## src/rtl/instr_fetch_seq.sv

```systemverilog
// instr_fetch_seq: fetch/decode sequencer between the program ROM and the execute stage.
// Latency: address -> ROM wait -> decode -> issue; instr_valid rises on the 3rd edge after reset release, so one instruction takes 4 cycles minimum.
// Backpressure: the issued instruction is held stable in S_ISSUE until instr_ready; a redirect or reset discards it.
//
// Ports:
//   clk, rst                      clock and synchronous active-high reset
//   pc_addr                       registered ROM address (always equals the internal pc)
//   mem_data                      ROM registered output, valid one cycle after pc_addr
//   instr_valid / instr_ready     issue handshake toward execute
//   opcode, operand               high / low nibble of the instruction byte
//   is_imm, is_jump, is_alu       decode flags (LDI, JMP, ADD/SUB/AND/CMP)
//   redirect_valid/redirect_addr  PC load from execute, ignored once halted
//   halt                          program end reached, sticky until rst
//   instr_count                   accepted-instruction counter, present only with INSTR_COUNT_EN defined
module instr_fetch_seq #(
    parameter int ADDR_W   = 8,
    parameter int PROG_LEN = 28,
    parameter int RESET_PC = 0
) (
    input  logic              clk,
    input  logic              rst,
    output logic [ADDR_W-1:0] pc_addr,
    input  logic [7:0]        mem_data,
    output logic              instr_valid,
    input  logic              instr_ready,
    output logic [3:0]        opcode,
    output logic [3:0]        operand,
    output logic              is_imm,
    output logic              is_jump,
    output logic              is_alu,
    input  logic              redirect_valid,
    input  logic [ADDR_W-1:0] redirect_addr,
    output logic              halt
`ifdef INSTR_COUNT_EN
    ,
    output logic [15:0]       instr_count
`endif
);

    localparam logic [ADDR_W-1:0] PC_RST   = ADDR_W'(RESET_PC);
    // One extra bit so a PROG_LEN of 2^ADDR_W still compares correctly.
    localparam logic [ADDR_W:0]   PROG_END = (ADDR_W+1)'(PROG_LEN);

    typedef enum logic [2:0] {
        S_ADDR   = 3'd0,
        S_WAIT   = 3'd1,
        S_DECODE = 3'd2,
        S_ISSUE  = 3'd3,
        S_HALT   = 3'd4
    } state_t;

    state_t            state, state_nxt;
    logic [ADDR_W-1:0] pc, pc_nxt;
    logic [7:0]        ir, ir_nxt;
    logic              valid_nxt;
    logic              halt_nxt;
    logic              dec_ld;
    logic              imm_d, jump_d, alu_d;

    assign pc_addr = pc;

    // Decode flags straight from the captured instruction byte.
    always_comb begin
        imm_d  = (ir[7:4] == 4'b1111);
        jump_d = (ir[7:4] == 4'b1001);
        alu_d  = (ir[7:4] == 4'b0001) || (ir[7:4] == 4'b0010) ||
                 (ir[7:4] == 4'b0011) || (ir[7:4] == 4'b0110);
    end

    always_comb begin
        state_nxt = state;
        pc_nxt    = pc;
        ir_nxt    = ir;
        valid_nxt = instr_valid;
        halt_nxt  = halt;
        dec_ld    = 1'b0;
        case (state)
            S_ADDR: begin
                if ({1'b0, pc} >= PROG_END) begin
                    state_nxt = S_HALT;
                    halt_nxt  = 1'b1;
                end else begin
                    state_nxt = S_WAIT;
                end
            end
            S_WAIT: begin
                ir_nxt    = mem_data;
                state_nxt = S_DECODE;
            end
            S_DECODE: begin
                dec_ld    = 1'b1;
                valid_nxt = 1'b1;
                state_nxt = S_ISSUE;
            end
            S_ISSUE: begin
                // instr_valid is always set here, so ready alone completes the handshake.
                if (instr_ready) begin
                    valid_nxt = 1'b0;
                    pc_nxt    = pc + ADDR_W'(1);
                    state_nxt = S_ADDR;
                end
            end
            S_HALT: begin
                valid_nxt = 1'b0;
            end
            default: begin
                state_nxt = S_ADDR;
                valid_nxt = 1'b0;
            end
        endcase
        // Redirect overrides everything except halt, including a coincident handshake
        // (the instruction is still consumed, but pc takes the redirect target, not pc+1).
        if (redirect_valid && (state != S_HALT)) begin
            pc_nxt    = redirect_addr;
            valid_nxt = 1'b0;
            halt_nxt  = 1'b0;
            dec_ld    = 1'b0;
            state_nxt = S_ADDR;
        end
    end

    always_ff @(posedge clk) begin
        if (rst) begin
            state       <= S_ADDR;
            pc          <= PC_RST;
            ir          <= 8'h00;
            instr_valid <= 1'b0;
            halt        <= 1'b0;
            opcode      <= 4'h0;
            operand     <= 4'h0;
            is_imm      <= 1'b0;
            is_jump     <= 1'b0;
            is_alu      <= 1'b0;
        end else begin
            state       <= state_nxt;
            pc          <= pc_nxt;
            ir          <= ir_nxt;
            instr_valid <= valid_nxt;
            halt        <= halt_nxt;
            // Decoded outputs only change on the decode edge; they hold otherwise.
            if (dec_ld) begin
                opcode  <= ir[7:4];
                operand <= ir[3:0];
                is_imm  <= imm_d;
                is_jump <= jump_d;
                is_alu  <= alu_d;
            end
        end
    end

`ifdef INSTR_COUNT_EN
    logic hs;
    assign hs = (state == S_ISSUE) && instr_valid && instr_ready;

    // Counts every accepted handshake, including one that coincides with a redirect.
    always_ff @(posedge clk) begin
        if (rst) begin
            instr_count <= 16'h0000;
        end else if (hs && (instr_count != 16'hFFFF)) begin
            instr_count <= instr_count + 16'h0001;
        end
    end
`endif

endmodule

```

## config.mk

```make
export PLATFORM = sky130hd
export DESIGN_NAME = instr_fetch_seq
export DESIGN_NICKNAME = d
export VERILOG_FILES = /design/src/rtl/instr_fetch_seq.sv
export SDC_FILE = /design/constraint.sdc
export NUM_CORES = 1
export LEC_CHECK = 0
export ABC_CLOCK_PERIOD_IN_PS = 2100
export CORE_ASPECT_RATIO = 0.75
export CORE_MARGIN = 10
export CORE_UTILIZATION = 30
export DETAILED_ROUTE_END_ITERATION = 12
export GPL_ROUTABILITY_DRIVEN = 1
export PLACE_DENSITY = 0.57
export RECOVER_POWER = 100
export SETUP_SLACK_MARGIN = 0.2
export SLEW_MARGIN = 20
export SYNTH_ARGS = -nofsm -noshare
export SYNTH_HDL_FRONTEND = slang
export SYNTH_SLANG_ARGS = --single-unit
```

## constraint.sdc

```tcl
create_clock -name clk -period 2.1 [get_ports clk]
set_clock_uncertainty 0.2 [all_clocks]
set_input_delay 0.525 -clock clk [delete_from_list [all_inputs] [get_ports clk]]
set_output_delay 0.525 -clock clk [all_outputs]
set_load 0.05 [all_outputs]
```

* Yosys cells after proc, flatten, opt, wreduce, memory -nomap -nowiden
Cells that the tools add are included.
** Operators by class
- Add/subtract/negate cells :: 1
- $lt $le $gt $ge :: 1
- Equal/unequal tests :: 12
- Multiplexer cells :: 10
- Bitwise operators :: 2
- Reductions and logical operators :: 13
** Operators by type and width (count)
- 8-bit two-way mux :: 3
- 3-bit one-hot mux with 5 select lines :: 1
- 8-bit by 1-bit adder with 8-bit output, second input constant :: 1
- 4-bit by 2-bit == test with 1-bit output, second input constant :: 2
- 4-bit == test, second input constant :: 2
- 8-bit by 5-bit greater-or-equal comparator with 1-bit output, second input constant :: 1
- 2-bit AND reduction :: 4
- 3-bit by 2-bit == test with 1-bit output, second input constant :: 2
- 3-bit two-way mux :: 2
- 4-bit by 1-bit == test with 1-bit output, second input constant :: 1
- 4-bit by 3-bit == test with 1-bit output, second input constant :: 1
- 2-bit nonzero test :: 2
- 2-bit OR reduction :: 2
- 3-bit by 1-bit == test with 1-bit output, second input constant :: 1
- 3-bit == test, second input constant :: 1
- 3-bit zero test :: 1
- 1-bit logical OR :: 3
- 1-bit two-way mux :: 3
- 3-bit inequality test, second input constant :: 1
- 1-bit one-hot mux with 3 select lines :: 1
- 2-bit inequality test, second input constant :: 1
- 1-bit NOT :: 2
- 1-bit logical AND :: 1
** Word-level totals
- Bits in registers :: 32
- Input bits :: 20
- Output and inout port bits :: 21
- Logic and storage cells :: 49

* Logic depth before layout (Yosys ltp)
Gate-level depths: netlist of the first run.
- Depth after elaboration :: 4
- Gate-level depth with buffers :: 7
- Gate-level depth less buffers :: 4

* Least setup slack after synthesis of the first run
Ideal clock, no wire load.
- Path type :: reg2reg
- Start :: reg pc[2] (netlist: pc_addr[2])
- End :: reg pc[7] (netlist: pc_addr[7])
- Library setup time :: 79 ps
- Arrival :: 1489 ps
- Data required time :: 1821 ps
- Slack :: 332 ps
- Cell stages (with the launch flop) :: 5
- Path buffers :: 0
- Clock period less this slack :: 1768 ps
- Path through :: dfxtp_1 and4_1 nand4_1 xor2_1 a211oi_2
** Between the ends
- Longest elaborated chain between the ends :: 4
** Ends and longest elaborated chain
- start, declared :: line 53 : logic [ADDR_W-1:0] pc, pc_nxt;
- start signal, assigned :: line 136 : pc <= pc_nxt;
- 8-bit by 1-bit adder with 8-bit output :: line 99 : pc_nxt = pc + ADDR_W'(1);
- 8-bit two-way mux :: line 97 : if (instr_ready) begin
- 8-bit two-way mux :: line 77 : case (state)
- 8-bit two-way mux :: line 113 : if (redirect_valid && (state != S_HALT)) begin
No other way between the ends. The select of a mux whose other input is x is not followed.
A chain may end at the register's enable or synchronous reset.

* Worst setup path after layout of the first run
- Start :: reg pc[6] (netlist: pc_addr[6])
- End :: out pc_addr[6]
** RTL lines
- end, declared :: line 22 : output logic [ADDR_W-1:0] pc_addr,
No word-level cell between the ends.

==> impl_metrics.csv, run 1 <==
group,metric,value,unit
status,status,"completed",
clock_network,cts.clk_slew.worst_paths,70,ps
sta,period_share,90.8,%
detailed_routing,first_pass_iters,3,
critical_path,critPathArrivalTime,1180,ps
sta,hold_viol,0,
yosys,synthSimpleGateAreaFrac,23.0,%
yosys,mappedNetlistNets,179,
sta,setup_viol,0,
global_routing,grt_max_degree,18,
finish,final_common_cell,"dfxtp_1",
yosys,synth_xor_area_share,4.46,%
yosys,syn_inst,157,
critical_path,path_class,"flop to output pin",
die,core_area,0.00444,mm2
sta,period_needed,1910,ps
finish,syn_to_final_growth,31.4,%
critical_path,max_stage_delay,490,ps
finish,fill_cells,480,
global_routing,grtUsageTotal,9.02,%
sta,worstMarginPinSlew,612,ps
placed_design,pre_cts_ws,-85.5,ps
detailed_routing,final_antenna_net_count,0,
power_and_ir_drop,vdd_drop_max,262,uV
die,rows,21,
global_routing,grt.overflow.total,0,
global_routing,grt_pass1_wl,5.64,mm
global_routing,use_met3,3.24,%
yosys,netlist_area,0.00138,mm2
finish,final_cell_mix,"dfxtp_1 (32), nand2_1 (24), nor2_1 (23), clkbuf_1 (20), clkdlybuf4s50_1 (17)",
finish,stdcell_area,0.00181,mm2
worst_hold_path,hp-class,"flop to flop",
sta,fmax,525,MHz
finish,drive_gt1_share,8.50,%
clock_network,cts_max_level,2,
clock_network,hold_buffers,0,
detailed_routing,wl_per_cell,13.1,um
critical_path,crit_slowest_cell,"clkbuf_1",
die,die_y,78.6,um
critical_path,endpoint_kind,"output pin",
global_routing,busiest_layer,"met2",
yosys,synth_top_family_by_area,"simple AND/OR/NAND/NOR gates",
finish,diodes,0,
clock_network,cts_sinks,32,
placed_design,hpwlAfterDp,2.54,mm
critical_path,cp-start-kind,"flop",
yosys,yosysWarningCount,0,
sta,worst_slack,194,ps
sta,rsz0062_at_grt,"no",
detailed_routing,first_iter_violations,55,
die,dieWidth,98.2,um
detailed_routing,drc_errors,0,
clock_network,cts_buffers,5,
clock_network,clk_latency,290,ps
critical_path,crit_buf_inv,1,
detailed_routing,wl,3.38,mm
finish,nNetsFinal,222,
global_routing,grt_use_met2,14.7,%
global_routing,antenna_found_initial,0,
yosys,avgSynthCellArea,8.76,um2
critical_path,cp_max_fo,4,
power_and_ir_drop,power_density,779,mW/mm2
yosys,synth_compound_area_share,12.8,%
detailed_routing,viasPerCell,4.59,
sta,final_max_slew_viol_count,0,
global_routing,grt_pass1_vias,1195,
yosys,synth_mux_area_share,5.82,%
die,die_area,0.00772,mm2
yosys,yosysSeqAreaShare,46.6,%
sta,slew_headroom,59.4,%
clock_network,cts_tree,"yes",
power_and_ir_drop,p_leak,0.654,nW
critical_path,cp_cell_sequence,"clkbuf_1",
clock_network,cts-root-buf,"clkbuf_8",
placed_design,port-buffer-count,40,
global_routing,grtUsageMet1,10.0,%
flow_run,maxCapViolCount,0,
die,num_io_pins,41,
placed_design,place.gp.congestion,0.816,
yosys,synth_seq_cells,32,
yosys,synth_fa_ha_area_share,1.82,%
yosys,synth_cell_types,31,
detailed_routing,vias,1179,
critical_path,path_delay_family,"buffers and inverters",
placed_design,dpl_cell_area,0.00178,mm2
die,start_util,31.0,%
critical_path,cp.required,1370,ps
clock_network,clockBufferDepth,2,
power_and_ir_drop,power,1.41,mW
Yosys cell counts (all sizes together):
| cell type | count | area (um2) |
|---|---|---|
| or3 | 1 | 6.26 |
| and3 | 2 | 12.5 |
| nand3 | 3 | 20.0 |
| dfxtp | 32 | 641 |
| mux2i | 8 | 80.1 |
| clkbuf | 3 | 11.3 |
| buf | 7 | 48.8 |
| a32oi | 1 | 8.76 |
| and4b | 1 | 10.0 |
| nor2 | 23 | 86.3 |
| a211oi | 9 | 77.6 |
| nand4 | 3 | 18.8 |
| xnor2 | 1 | 8.76 |
| nor2b | 1 | 6.26 |
| xor2 | 6 | 52.6 |
| and4 | 2 | 17.5 |
| and2 | 2 | 12.5 |
| inv | 4 | 15.0 |
| nand2 | 24 | 90.1 |
| nor3b | 1 | 7.51 |
| nor3 | 1 | 5.00 |
| nand2b | 1 | 6.26 |
| ha | 2 | 25.0 |
| nor4 | 1 | 6.26 |
| a21oi | 15 | 75.1 |
| a21o | 2 | 15.0 |
| or4 | 1 | 11.3 |
path summary, 6_finish.rpt:
| path | from | end | slack, ps | depth (start not counted) |
|---|---|---|---|---|
| setup reg to reg | state[0] | ir[2] | 350 | 4 |
| hold reg to reg | opcode[0] | opcode[0] | 260 | 2 |
| hold / removal | opcode[0] | opcode[0] | 260 | 2 |
| setup / recovery | pc_addr[6] | pc_addr[6] | 190 | 1 |
state kept, by name, indices dropped and copies added (netlist names):
signal	flops
ir	8
is_imm	1
state	3
operand	4
is_jump	1
instr_valid	1
halt	1
pc_addr	8
opcode	4
is_alu	1
layout make-up:
type | count | area, um2 | share of cell area [%]
inverter | 4 | 15.0 | 0.831
timing repair buffer | 46 | 332 | 18.4
clock buffer | 7 | 96.3 | 5.33
sequential | 32 | 641 | 35.5
multi-input combinational | 111 | 652 | 36.1
tap | 57 | 71.3 | 3.95
metal layers:
layer	part of all wire (%)	routed length, um
met5	0	0
met4	1.6	55
met3	4.7	160
met1	45	1520
met2	49	1640
cell families after synthesis:
| kind of cell | count (synthesis) |
|---|---|
| muxes | 8 |
| and+or+nand+nor | 67 |
| buffers and inverters | 14 |
| adders and majority gates | 2 |
| AOI/OAI and AO/OA | 27 |
| xor gates and xnor gates | 7 |
| DFF | 32 |
power by group:
part	total (mW)	switching [mW]	internal [mW]
registers	0.669	0.0322	0.637
logic	0.223	0.136	0.0865
clock network	0.515	0.224	0.292
total	1.41	0.392	1.01
metrics by stage:
stage               utilization [%]  hold slack, ps  setup TNS [ps]  cells
floorplan                         -             231               0    157
global placement               40.2             239            -170    249
CTS                            42.4             260               0    256
finish                         40.7             256               0    257
detailed placement             40.2             250            -293    249
global route                   40.7             267               0    257
what timing repair did:
| item | CTS | global route |
|---|---|---|
| endpoints found under the setup margin | 0 | 8 |
| buffers inserted | 0 | 1 |
| endpoints found under the hold margin | 0 | 0 |
| resized for setup | 0 | 3 |
Note: power is estimated with default switching activity, not from simulation.
==> run 2, diff against run 1 <==
ABC_CLOCK_PERIOD_IN_PS = 1700   (was 2100)
PLACE_DENSITY = 0.59   (was 0.57)
TNS_END_PERCENT = 20   (was unset)
clock period = 1.7 ns   (was 2.1 ns; I/O delays follow)
==> run 2 against run 1 <==
  * Utilization rose by 4.9 points
  * Die area is the same
  * Clock power up 21%
  * Largest power group unchanged
  * Combinational power rose by 65%
  * Design area grew 12%
  * Worst hold slack got worse by 7.0 ps
  * Register-to-register slack got worse by 240 ps
  * Sequential share of layout area down 3.1 points
  * Routed wire length grew 7.4%
==> impl_metrics.csv, run 2 (synthesis gave the netlist of run 1 again) <==
group,metric,value,unit
finish,finalCoreUtilization,45.6,%
sta,rsz0062_at_grt,"yes",
finish,seqCellArea,656,um2
clock_network,clockBufferDepth,2,
detailed_routing,drc_errors,0,
global_routing,busiest_layer,"met2",
finish,syn_to_final_growth,47.2,%
detailed_routing,viasPerCell,4.59,
die,rows,21,
clock_network,post_cts_buffers,0,
die,start_util,31.0,%
clock_network,cts_buffers,5,
sta,worstMarginPinSlew,300,ps
sta,fin_tns_setup,0,ps
die,core_area,0.00444,mm2
die,num_io_pins,41,
clock_network,hold_buffers,0,
global_routing,grtUsageTotal,9.13,%
finish,fill_cells,443,
sta,period_needed,1590,ps
worst_hold_path,hp-class,"flop to flop",
power_and_ir_drop,power_density,902,mW/mm2
critical_path,path_delay_family,"simple AND/OR/NAND/NOR gates",
detailed_routing,vias,1213,
critical_path,endpoint_kind,"flop",
global_routing,antenna_found_initial,0,
worst_hold_path,worstHoldEndpoint,"is_imm",
critical_path,max_stage_delay,440,ps
die,die_y,78.6,um
finish,final_cell_mix,"dfxtp_1 (28), nand2_1 (24), nor2_1 (22), clkdlybuf4s50_1 (16)",
finish,nNetsFinal,229,
flow_run,maxCapViolCount,0,
power_and_ir_drop,vdd_drop_max,311,uV
global_routing,grt.overflow.total,0,
critical_path,r2r-start,"pc_addr[4]",
critical_path,cp.required,1700,ps
sta,slew_headroom,80.1,%
critical_path,cp_max_fo,4,
global_routing,grtUsageMet1,11.8,%
global_routing,use_met3,2.80,%
critical_path,reg2reg_depth,4,
critical_path,cp_cell_sequence,"and3_1 > or4_4 > a21o_1 > a21oi_1",
detailed_routing,first_iter_violations,30,
detailed_routing,wl,3.63,mm
finish,final_common_cell,"dfxtp_1",
finish,drive_gt1_share,24.6,%
status,status,"completed",
critical_path,cp-start-kind,"flop",
worst_hold_path,min_from,"is_imm",
die,dieWidth,98.2,um
clock_network,clk_latency,270,ps
clock_network,cts_tree,"yes",
sta,period_share,93.7,%
critical_path,path_class,"flop to flop",
placed_design,place.gp.congestion,0.744,
placed_design,port-buffer-count,40,
clock_network,cts.clk_slew.worst_paths,70,ps
detailed_routing,wl_per_cell,13.7,um
finish,diodes,0,
die,die_area,0.00772,mm2
global_routing,grt_pass1_vias,1153,
detailed_routing,first_pass_iters,4,
critical_path,timing.rr.end,"state[0]",
critical_path,ff2ff_setup_slack,110,ps
global_routing,grt_max_degree,24,
critical_path,crit_slowest_cell,"or4_4",
sta,fmax,628,MHz
clock_network,cts-root-buf,"clkbuf_8",
global_routing,grt_pass1_wl,5.86,mm
clock_network,cts_max_level,2,
sta,final_max_slew_viol_count,0,
finish,multiInputGateArea,677,um2
placed_design,hpwlAfterDp,2.65,mm
sta,setup_viol,0,
critical_path,critPathArrivalTime,1590,ps
worst_hold_path,min_delay_path_depth,2,
critical_path,crit_buf_inv,0,
detailed_routing,final_antenna_net_count,0,
sta,hold_viol,0,
clock_network,cts_sinks,32,
power_and_ir_drop,p_leak,0.777,nW
global_routing,grt_use_met2,13.9,%
==> run 2: cell types whose count changed in the layout (fill, tap and decap cells not counted), moves of 2 or more <==
cell           before  now
and2_1              2    0
clkbuf_1           20    3
dfxtp_1            32   28
clkbuf_2            2   14
buf_12              1    9
dlygate4sd2_1       0    2
dfxtp_4             0    4
buf_4               3    8
==> run 2: worst max path at each step <==
stage	from	end	depth (start not counted)
CTS	pc_addr[4]	state[0]	4
global placement	instr_ready	pc_addr[7]	5
floorplan	pc_addr[4]	halt	4
detailed placement	instr_ready	pc_addr[5]	5
global route	pc_addr[4]	state[2]	4
finish	pc_addr[4]	state[0]	4
==> run 2: layer usage <==
layer	share of wire, %	wire length (um)
met2	46	1680
met1	51	1840
met3	2.4	87
met4	0.58	21
met5	0	0
==> run 2: layout make-up <==
class / count / share of cell area [%]
well taps: 57 / 3.52
multi-input cells: 111 / 33.4
clock buffers: 7 / 4.76
inverters: 4 / 0.742
flip-flops and latches: 32 / 32.4
repair buffers: 53 / 25.2
==> run 2: timing repair <==
item                                    CTS  global route
endpoints found under the setup margin   22            29
hold endpoints to repair                  0             0
resized for setup                         8             5
pin swaps                                 5             1
==> run 2: power by group <==
| part | switching, mW | internal [mW] |
|---|---|---|
| Clock | 0.261 | 0.360 |
| Combinational | 0.181 | 0.188 |
| Sequential | 0.0511 | 0.786 |
==> run 2: stage by stage <==
step	instances	total power, mW	cell area, um2	worst slack, ps	hold slack (ps)
after global routing	264	1.91	2020	56.2	268
after detailed placement	257	1.24	2130	-389	247
after CTS	264	1.87	2240	149	256
after floorplan	157	1.04	1400	153	231
after global placement	257	1.24	2130	-379	242
final	264	1.83	2020	107	249
==> run 2: worst min-delay path, stage by stage (launching register included) <==
cell,delay (ps)
dfxtp_1,310
nand2_1,50
a21oi_1,50
